===== config.mk =====
export PLATFORM = sky130hd
export DESIGN_NAME = sa_psum_accum
export DESIGN_NICKNAME = d
export VERILOG_FILES = /design/src/rtl/sa_pkg.sv /design/src/rtl/sa_sat_add.sv /design/src/rtl/sa_psum_accum.sv
export SDC_FILE = /design/constraint.sdc
export NUM_CORES = 2
export LEC_CHECK = 0
export ABC_AREA = 1
export CAP_MARGIN = 20
export CORE_MARGIN = 2
export CORE_UTILIZATION = 55
export CTS_CLUSTER_SIZE = 10
export DETAILED_ROUTE_END_ITERATION = 8
export PLACE_DENSITY = 0.75
export SYNTH_ARGS = -nofsm -noshare
export SYNTH_HDL_FRONTEND = slang
export SYNTH_SLANG_ARGS = --single-unit

===== constraint.sdc =====
create_clock -name clk_i -period 5.3 [get_ports clk_i]
set_clock_uncertainty 0.05 [all_clocks]
set_input_delay 0.795 -clock clk_i [delete_from_list [all_inputs] [get_ports clk_i]]
set_output_delay 0.795 -clock clk_i [all_outputs]
set_load 0.02 [all_outputs]

===== src/rtl/sa_pkg.sv =====
// Shared types for the systolic partial-sum accumulation buffer: FSM state
// encoding, default accumulator width and the default psum row type.
package sa_pkg;

  typedef enum logic [1:0] {
    IDLE  = 2'd0,
    ACCUM = 2'd1,
    DRAIN = 2'd2,
    DONE  = 2'd3
  } psum_state_e;

  localparam int SA_ACC_WIDTH = 32;
  localparam int SA_COL       = 3;

  typedef logic [SA_COL-1:0][SA_ACC_WIDTH-1:0] psum_row_t;

endpackage


===== src/rtl/sa_sat_add.sv =====
// Single-element signed adder for psum accumulation.
// Saturates on signed overflow when SA_PSUM_SAT_EN is defined, wraps otherwise.
module sa_sat_add #(
  parameter int W = 32
) (
  input  logic [W-1:0] a_i,
  input  logic [W-1:0] b_i,
  output logic [W-1:0] sum_o
);

  logic [W-1:0] raw;
  assign raw = a_i + b_i;

`ifdef SA_PSUM_SAT_EN
  // Overflow only when both operands share a sign that the result lost.
  logic ovf;
  assign ovf = (a_i[W-1] == b_i[W-1]) && (raw[W-1] != a_i[W-1]);

  always_comb begin
    sum_o = raw;
    if (ovf) begin
      sum_o = a_i[W-1] ? {1'b1, {(W-1){1'b0}}} : {1'b0, {(W-1){1'b1}}};
    end
  end
`else
  assign sum_o = raw;
`endif

endmodule


===== src/rtl/sa_psum_accum.sv =====
// Partial-sum accumulation buffer: accumulates M-row tiles over K-tiles, then
// drains the M x N result as a valid/ready stream. Optional macro: SA_PSUM_SAT_EN.
module sa_psum_accum
  import sa_pkg::*;
#(
  parameter int COL       = 3,
  parameter int ACC_WIDTH = SA_ACC_WIDTH,
  parameter int DEPTH     = 16,
  parameter int TILE_W    = 8
) (
  input  logic                              clk_i,
  input  logic                              rst_i,
  input  logic                              start_i,
  input  logic [$clog2(DEPTH+1)-1:0]        num_rows_i,
  input  logic [TILE_W-1:0]                 num_tiles_i,
  input  logic                              in_valid_i,
  output logic                              in_ready_o,
  input  logic [COL-1:0][ACC_WIDTH-1:0]     in_data_i,
  output logic                              out_valid_o,
  input  logic                              out_ready_i,
  output logic [COL-1:0][ACC_WIDTH-1:0]     out_data_o,
  output logic                              busy_o,
  output logic                              done_o
);

  localparam int RW = $clog2(DEPTH+1);
  localparam int AW = (DEPTH > 1) ? $clog2(DEPTH) : 1;

  psum_state_e state_q, state_d;

  logic [RW-1:0]     row_q;
  logic [TILE_W-1:0] tile_q;
  logic [RW-1:0]     num_rows_q;
  logic [TILE_W-1:0] num_tiles_q;

  logic [COL-1:0][ACC_WIDTH-1:0] mem [DEPTH];
  logic [COL-1:0][ACC_WIDTH-1:0] rd_row;
  logic [COL-1:0][ACC_WIDTH-1:0] add_row;
  logic [COL-1:0][ACC_WIDTH-1:0] wr_row;

  logic [AW-1:0] addr;
  logic          in_fire;
  logic          out_fire;
  logic          last_row;
  logic          last_tile;

  assign addr      = row_q[AW-1:0];
  assign in_fire   = in_valid_i && in_ready_o;
  assign out_fire  = out_valid_o && out_ready_i;
  assign last_row  = (row_q == num_rows_q - RW'(1));
  assign last_tile = (tile_q == num_tiles_q - TILE_W'(1));

  // Read port serves both the accumulate path and the drain stream.
  assign rd_row = mem[addr];

  for (genvar gi = 0; gi < COL; gi++) begin : g_add
    sa_sat_add #(.W(ACC_WIDTH)) u_add (
      .a_i  (rd_row[gi]),
      .b_i  (in_data_i[gi]),
      .sum_o(add_row[gi])
    );
  end

  // Tile 0 overwrites, so whatever the array held before start is never summed.
  assign wr_row = (tile_q == '0) ? in_data_i : add_row;

  always_ff @(posedge clk_i) begin
    if (in_fire) begin
      mem[addr] <= wr_row;
    end
  end

  always_ff @(posedge clk_i) begin
    if (rst_i) begin
      state_q <= IDLE;
    end else begin
      state_q <= state_d;
    end
  end

  always_comb begin
    state_d = state_q;
    case (state_q)
      IDLE: begin
        if (start_i) begin
          state_d = (num_rows_i == '0 || num_tiles_i == '0) ? DONE : ACCUM;
        end
      end
      ACCUM: begin
        if (in_fire && last_row && last_tile) begin
          state_d = DRAIN;
        end
      end
      DRAIN: begin
        if (out_fire && last_row) begin
          state_d = DONE;
        end
      end
      DONE:    state_d = IDLE;
      default: state_d = IDLE;
    endcase
  end

  always_comb begin
    in_ready_o  = 1'b0;
    out_valid_o = 1'b0;
    out_data_o  = '0;
    busy_o      = 1'b0;
    done_o      = 1'b0;
    case (state_q)
      ACCUM: begin
        in_ready_o = 1'b1;
        busy_o     = 1'b1;
      end
      DRAIN: begin
        out_valid_o = 1'b1;
        out_data_o  = rd_row;
        busy_o      = 1'b1;
      end
      DONE:    done_o = 1'b1;
      default: ;
    endcase
  end

  always_ff @(posedge clk_i) begin
    if (rst_i) begin
      row_q       <= '0;
      tile_q      <= '0;
      num_rows_q  <= '0;
      num_tiles_q <= '0;
    end else begin
      case (state_q)
        IDLE: begin
          if (start_i) begin
            num_rows_q  <= num_rows_i;
            num_tiles_q <= num_tiles_i;
            row_q       <= '0;
            tile_q      <= '0;
          end
        end
        ACCUM: begin
          // Row wrap lands on 0, which is also the first drain row.
          if (in_fire) begin
            if (last_row) begin
              row_q  <= '0;
              tile_q <= tile_q + TILE_W'(1);
            end else begin
              row_q <= row_q + RW'(1);
            end
          end
        end
        DRAIN: begin
          if (out_fire) begin
            row_q <= last_row ? '0 : row_q + RW'(1);
          end
        end
        default: ;
      endcase
    end
  end

endmodule


## Word-level counts from Yosys, hierarchy flattened

Memories as Yosys holds them, arrays and structs flattened. A register that Yosys moved wholly into a read port is not among the register bits.
Index checks and enable logic that the tools add are counted.
Widths: inputs -> output; s select.

- Bits in registers: 28
- Latch bits: 0
- RAM bits: 1536
- Memory bits (read-only): 0
- Input port bits: 114
- Output and inout port bits: 100
- Logic and storage cells: 65
- Memories kept: 1

- Add/subtract/negate cells: 7
- Multiply operators: 0
- Div/mod/pow operators: 0
- Order comparisons: 0
- Equal/unequal tests: 11
- Shift-type cells: 0
- Multiplexer cells: 24
- Bitwise gates (word level): 0
- Reduce and logical (&&, ||, !) cells: 17

Memories:

| name | depth | width | rd ports | clocked after Yosys merged registers in | wr ports | line | RTL |
|---|---|---|---|---|---|---|---|
| mem | 16 | 96 | 1 | 1 | 1 | sa_psum_accum.sv:36 | `logic [COL-1:0][ACC_WIDTH-1:0] mem [DEPTH];` |

Operator list:

| kind | number |
|---|---|
| $mux 96 | 2 |
| $add 32x32->32 | 3 |
| $mux 8 | 3 |
| $mux 5 | 4 |
| $logic_not 8->1 | 2 |
| $pmux 8 s2 | 1 |
| $pmux 5 s3 | 1 |
| $ne 2x2->1 const B | 6 |
| $add 8x1->8 const B | 1 |
| $eq 8x8->1 | 1 |
| $mux 2 | 4 |
| $mux 4 | 2 |
| $pmux 2 s4 | 1 |
| $reduce_and 4->1 | 2 |
| $sub 8x1->8 const B | 1 |
| $mux 1 | 6 |
| $add 5x1->5 const B | 1 |
| $eq 5x5->1 | 1 |
| $logic_and 1x1->1 | 5 |
| $logic_not 5->1 | 1 |
| $sub 5x1->5 const B | 1 |
| $eq 2x2->1 const B | 2 |
| $reduce_and 3->1 | 1 |
| $reduce_bool 3->1 | 1 |
| other kinds (6) | 6 |

## Logic depth before layout (Yosys ltp)

- Depth in word-level cells: 7
- Gate-level depth with buffers: 23
- Gate-level depth less buffers: 20

## Modules after synthesis

A second synthesis with hierarchy kept.

- Cell total of the unflattened synthesis: 6040
- Area total of the unflattened synthesis: 71771.3 µm²

Modules (own cells, without submodules):

| module | instances | cells each | area each (µm²) | sequential area each (µm²) |
|---|---|---|---|---|
| sa_psum_accum | 1 | 4567 | 64800.9 | 46764.9 |
| sa_sat_add | 3 | 491 | 2323.5 | 0.0 |

## Worst setup path before layout

OpenSTA, ideal clock, no wires.

- Kind: register to register
- From: reg state_q[1]
- To: mem mem[0][0] (netlist name) (enable)
- Setup time: 0.551 ns
- Arrival: 5.187 ns
- Required time: 4.699 ns
- Setup slack: -0.489 ns
- Stages on the path, launching flop included: 8
- Path buffers: 1
- Clock period less this slack: 5.789 ns
- Path through: dfxtp_1 -> inv_1 -> ha_1 -> clkbuf_2 -> nand2_1 -> inv_1 -> nand2_1 -> nor2_1

- Longest elaborated chain between the ends: 5

RTL lines:

| what | line | RTL |
|---|---|---|
| from (decl) | sa_psum_accum.sv:29 | `psum_state_e state_q, state_d;` |
| from (signal assigned) | sa_psum_accum.sv:77 | `state_q <= state_d;` |
| $eq 2x1->1 | sa_psum_accum.sv:110 | `case (state_q)` |
| $mux 1 | sa_psum_accum.sv:110 |  |
| net in_ready_o | sa_psum_accum.sv:17 | `output logic in_ready_o,` |
| $logic_and 1x1->1 | sa_psum_accum.sv:48 | `assign in_fire = in_valid_i && in_ready_o;` |
| $mux 1 | sa_psum_accum.sv:68 | `if (in_fire) begin` |
| $mux 1 (not written as such) | sa_psum_accum.sv:69 | `mem[addr] <= wr_row;` |
| to (decl) | sa_psum_accum.sv:36 |  |

The timed path passes the listed nets, and every way through them passes these cells.

==> reports/summary.json <==
{
  "max_slew_violation_count": {"value": 0},
  "grt_pass1_vias": {"value": 45300},
  "cells_after_synth": {"value": 5753},
  "critical_path_required": {"value": 4.45, "unit": "ns"},
  "nNetsFinal": {"value": 6227},
  "via_count": {"value": 47400},
  "finalPower": {"value": 35300, "unit": "µW"},
  "max-vdd-ir-drop": {"value": 0.388, "unit": "mV"},
  "synthDistinctLibCells": {"value": 39},
  "drt-wirelength-per-cell": {"value": 24.6, "unit": "µm"},
  "post_dp_cell_area": {"value": 0.0747, "unit": "mm²"},
  "firstDrtPassIters": {"value": 8},
  "final_util": {"value": 63.1, "unit": "%"},
  "die-width": {"value": 361, "unit": "µm"},
  "slew_at_the_pin_with_the_worst_max_slew_slack": {"value": 1.04, "unit": "ns"},
  "drcViolationCount": {"value": 0},
  "critical_path_peak_fanout": {"value": 76},
  "static-leakage-power": {"value": 0.0275, "unit": "µW"},
  "route.detailed.vias_per_inst": {"value": 6.15},
  "hold_slack": {"value": 0.433, "unit": "ns"},
  "synth_most_common_cell": {"value": "edfxtp_1"},
  "placeableCoreArea": {"value": 0.126, "unit": "mm²"},
  "globalplace.congestion": {"value": 1.01},
  "ctsRootBufferMaster": {"value": "clkbuf_16"},
  "detailedRoute.firstIterationViolations": {"value": 5401},
  "setup_violations": {"value": 0},
  "numCtsBuffers": {"value": 178},
  "worst_skew_pair.late_latency": {"value": 0.80, "unit": "ns"},
  "layout_min_cycle_time": {"value": 4.99, "unit": "ns"},
  "synth-async-reset-ratio": {"value": 0, "unit": "%"},
  "ys_ff_latch": {"value": 1568},
  "startpoint_type": {"value": "flop"},
  "syn_nets": {"value": 5976},
  "clock_sink_count": {"value": 1568},
  "path_class": {"value": "flop to output port"},
  "slew_headroom": {"value": 30.3, "unit": "%"},
  "starting_density_of_the_core": {"value": 55.6, "unit": "%"},
  "grt_setup_unrepaired": {"value": "no"},
  "globalRouteTotalUtil": {"value": 28.6, "unit": "%"},
  "drt-total-wl": {"value": 189000, "unit": "µm"},
  "post_synth_design_cell_area": {"value": 0.0700, "unit": "mm²"},
  "fp.dieH": {"value": 361, "unit": "µm"},
  "arrival": {"value": 4.14, "unit": "ns"},
  "worst_setup_path_end_kind": {"value": "output port"},
  "tritoncts": {"value": "built"},
  "postSynth.topFlopCell": {"value": "edfxtp_1"},
  "io-pin-count": {"value": 214},
  "synthesis.yosys.warnings": {"value": 0},
  "fin_setup_tns": {"value": 0, "unit": "ns"},
  "synth_area_per_cell": {"value": 12.2, "unit": "µm²"},
  "min_path_type": {"value": "flop to flop"},
  "synth-seq-area-share": {"value": 66.8, "unit": "%"},
  "internal_power": {"value": 24300, "unit": "µW"},
  "fill_cells": {"value": 9217},
  "die-area": {"value": 0.130, "unit": "mm²"},
  "placementRows": {"value": 130},
  "maxCapViolations": {"value": 0},
  "fin_area": {"value": 0.0796, "unit": "mm²"},
  "grt_overflow": {"value": 0},
  "share_clk_of_total_power": {"value": 30.2, "unit": "%"},
  "dp_hpwl": {"value": 108000, "unit": "µm"},
  "yosys.area.top_type_share": {"value": 65.9, "unit": "%"},
  "final.period_utilization": {"value": 94.1, "unit": "%"},
  "number_of_enable_type_register_cells_in_the_synthesized_netlist": {"value": 1536},
  "power.share.combinational": {"value": 27.5, "unit": "%"},
  "cellPowerDensity": {"value": 443, "unit": "mW/mm²"},
  "power_frac_seq": {"value": 42.3, "unit": "%"},
  "post_route_cells_drive_above_1_share": {"value": 6.73, "unit": "%"},
  "final-hold-violation-count": {"value": 0},
  "ctsLongestPathBuffers": {"value": 3},
  "grt_antenna_before_repair": {"value": 7},
  "synth_common_cells": {"value": "1536 x edfxtp_1, 628 x nand2_1, 614 x a21oi_1"},
  "synth.area.top_cells": {"value": "edfxtp_1 66%, mux2i_1 5.3%, a21oi_1 4.4%"},
  "cts.hold.buffers_added": {"value": 0},
  "cts.htree.levels": {"value": 4},
  "syn2layout_area_growth": {"value": 13.6, "unit": "%"},
  "io_buffers": {"value": 213},
  "switching_share": {"value": 31.2, "unit": "%"},
  "achievable_frequency": {"value": 201, "unit": "MHz"},
  "first_pass_grt_wire_length": {"value": 280000, "unit": "µm"},
  "drt.antenna.violating_nets": {"value": 0},
  "synth_largest_area_cell": {"value": "edfxtp_1"},
  "clk_pin_slew_worst_paths": {"value": 0.06, "unit": "ns"},
  "switching_power": {"value": 11000, "unit": "µW"},
  "grt_start_max_net_pins": {"value": 116},
  "status": {"value": "finished, final reports clean"}
}
[registers in the layout, indices dropped and copies added (netlist names), named ones only]
| register | flops |
|---|---|
| num_tiles_q | 8 |
| state_q | 2 |
| num_rows_q | 5 |
| tile_q | 8 |
| row_q | 5 |
| mem | 1536 |
[worst paths after layout]
kind                                                  start                          end  slack [ns]  depth (start not counted)
worst min-delay path            num_tiles_q[6]$_SDFFE_PP0P_  num_tiles_q[6]$_SDFFE_PP0P_        0.43                          2
worst max register to register                         flop         mem[9][30]$_DFFE_PP_        0.64                         17
worst min register to register  num_tiles_q[6]$_SDFFE_PP0P_  num_tiles_q[6]$_SDFFE_PP0P_        0.43                          2
worst max-delay path                                   flop               out_data_o[62]        0.31                          7
[cells in the final DEF, fill, tap and decap left out, types with 106 or more instances in the layout]
cell type	count
edfxtp_1	1536
nand2_1	626
a21oi_1	614
o21ai_0	567
inv_1	559
o211ai_1	385
mux2i_1	372
nand3_1	240
clkdlybuf4s50_1	213
clkbuf_16	184
nor2_1	164
buf_4	121
ha_1	106
[area by class of cell]
type                            instances  area (µm²)  share of cell area, %
Tap cell                             1650        2060                   2.59
Clock buffer                          206        4690                   5.89
Sequential cell                      1568       46800                   58.8
Multi-Input combinational cell       3306       19700                   24.8
Clock inverter                         14         144                  0.181
Timing Repair Buffer                  384        4030                   5.06
Inverter                              566        2150                   2.70
Antenna cell                            4        10.0                 0.0126
[layer usage]
layer	global-route usage, %	up-vias	share of wire [%]
met2	47.1	2419	48
li1	-	21500	-
met5	0	-	0.018
met1	38.8	23100	39
met3	4.47	376	9.1
met4	10.3	8	3.2
[power groups by stage]
stage               Combinational, µW  Clock [µW]  Sequential [µW]
finish                           9690       10700            14900
global route                    10600       11300            14900
CTS                              9540       10800            14900
detailed placement               9470           0            15200
global placement                 9280           0            15200
floorplan                        6550           0            15100
[timing repair]
item,CTS,global route
gates resized for setup,0,0
buffers inserted,0,1
endpoints found under the setup margin,0,1
[worst max-delay path, cell delays in order, from the launching register on]
cell             delay, ns
dfxtp_4               0.65
buf_12                0.38
buf_4                 0.49
mux2i_1               0.14
o211ai_1              0.19
nand3_1               0.14
a21oi_1               0.53
clkdlybuf4s50_1       0.77
[logic make-up after synthesis]
kind of cell               after synthesis  synth area share, %
buffers and inverters                  879                 5.26
adders and majority gates              109                 1.98
muxes                                  372                 5.32
and+or+nand+nor                       1132                 6.77
xor gates and xnor gates                44                0.550
DFF                                   1568                 66.8
AOI/OAI and AO/OA                     1649                 13.3
[through the flow]
step	setup WS, ns	cells
6_report	0.315	7698
5_1_grt	0.121	7695
4_1_cts	0.0753	7692
3_5_place_dp	0.617	7472
3_3_place_gp	0.729	7472
2_1_floorplan	-0.489	5753
No activity file was read; power rests on OpenSTA's default activity.
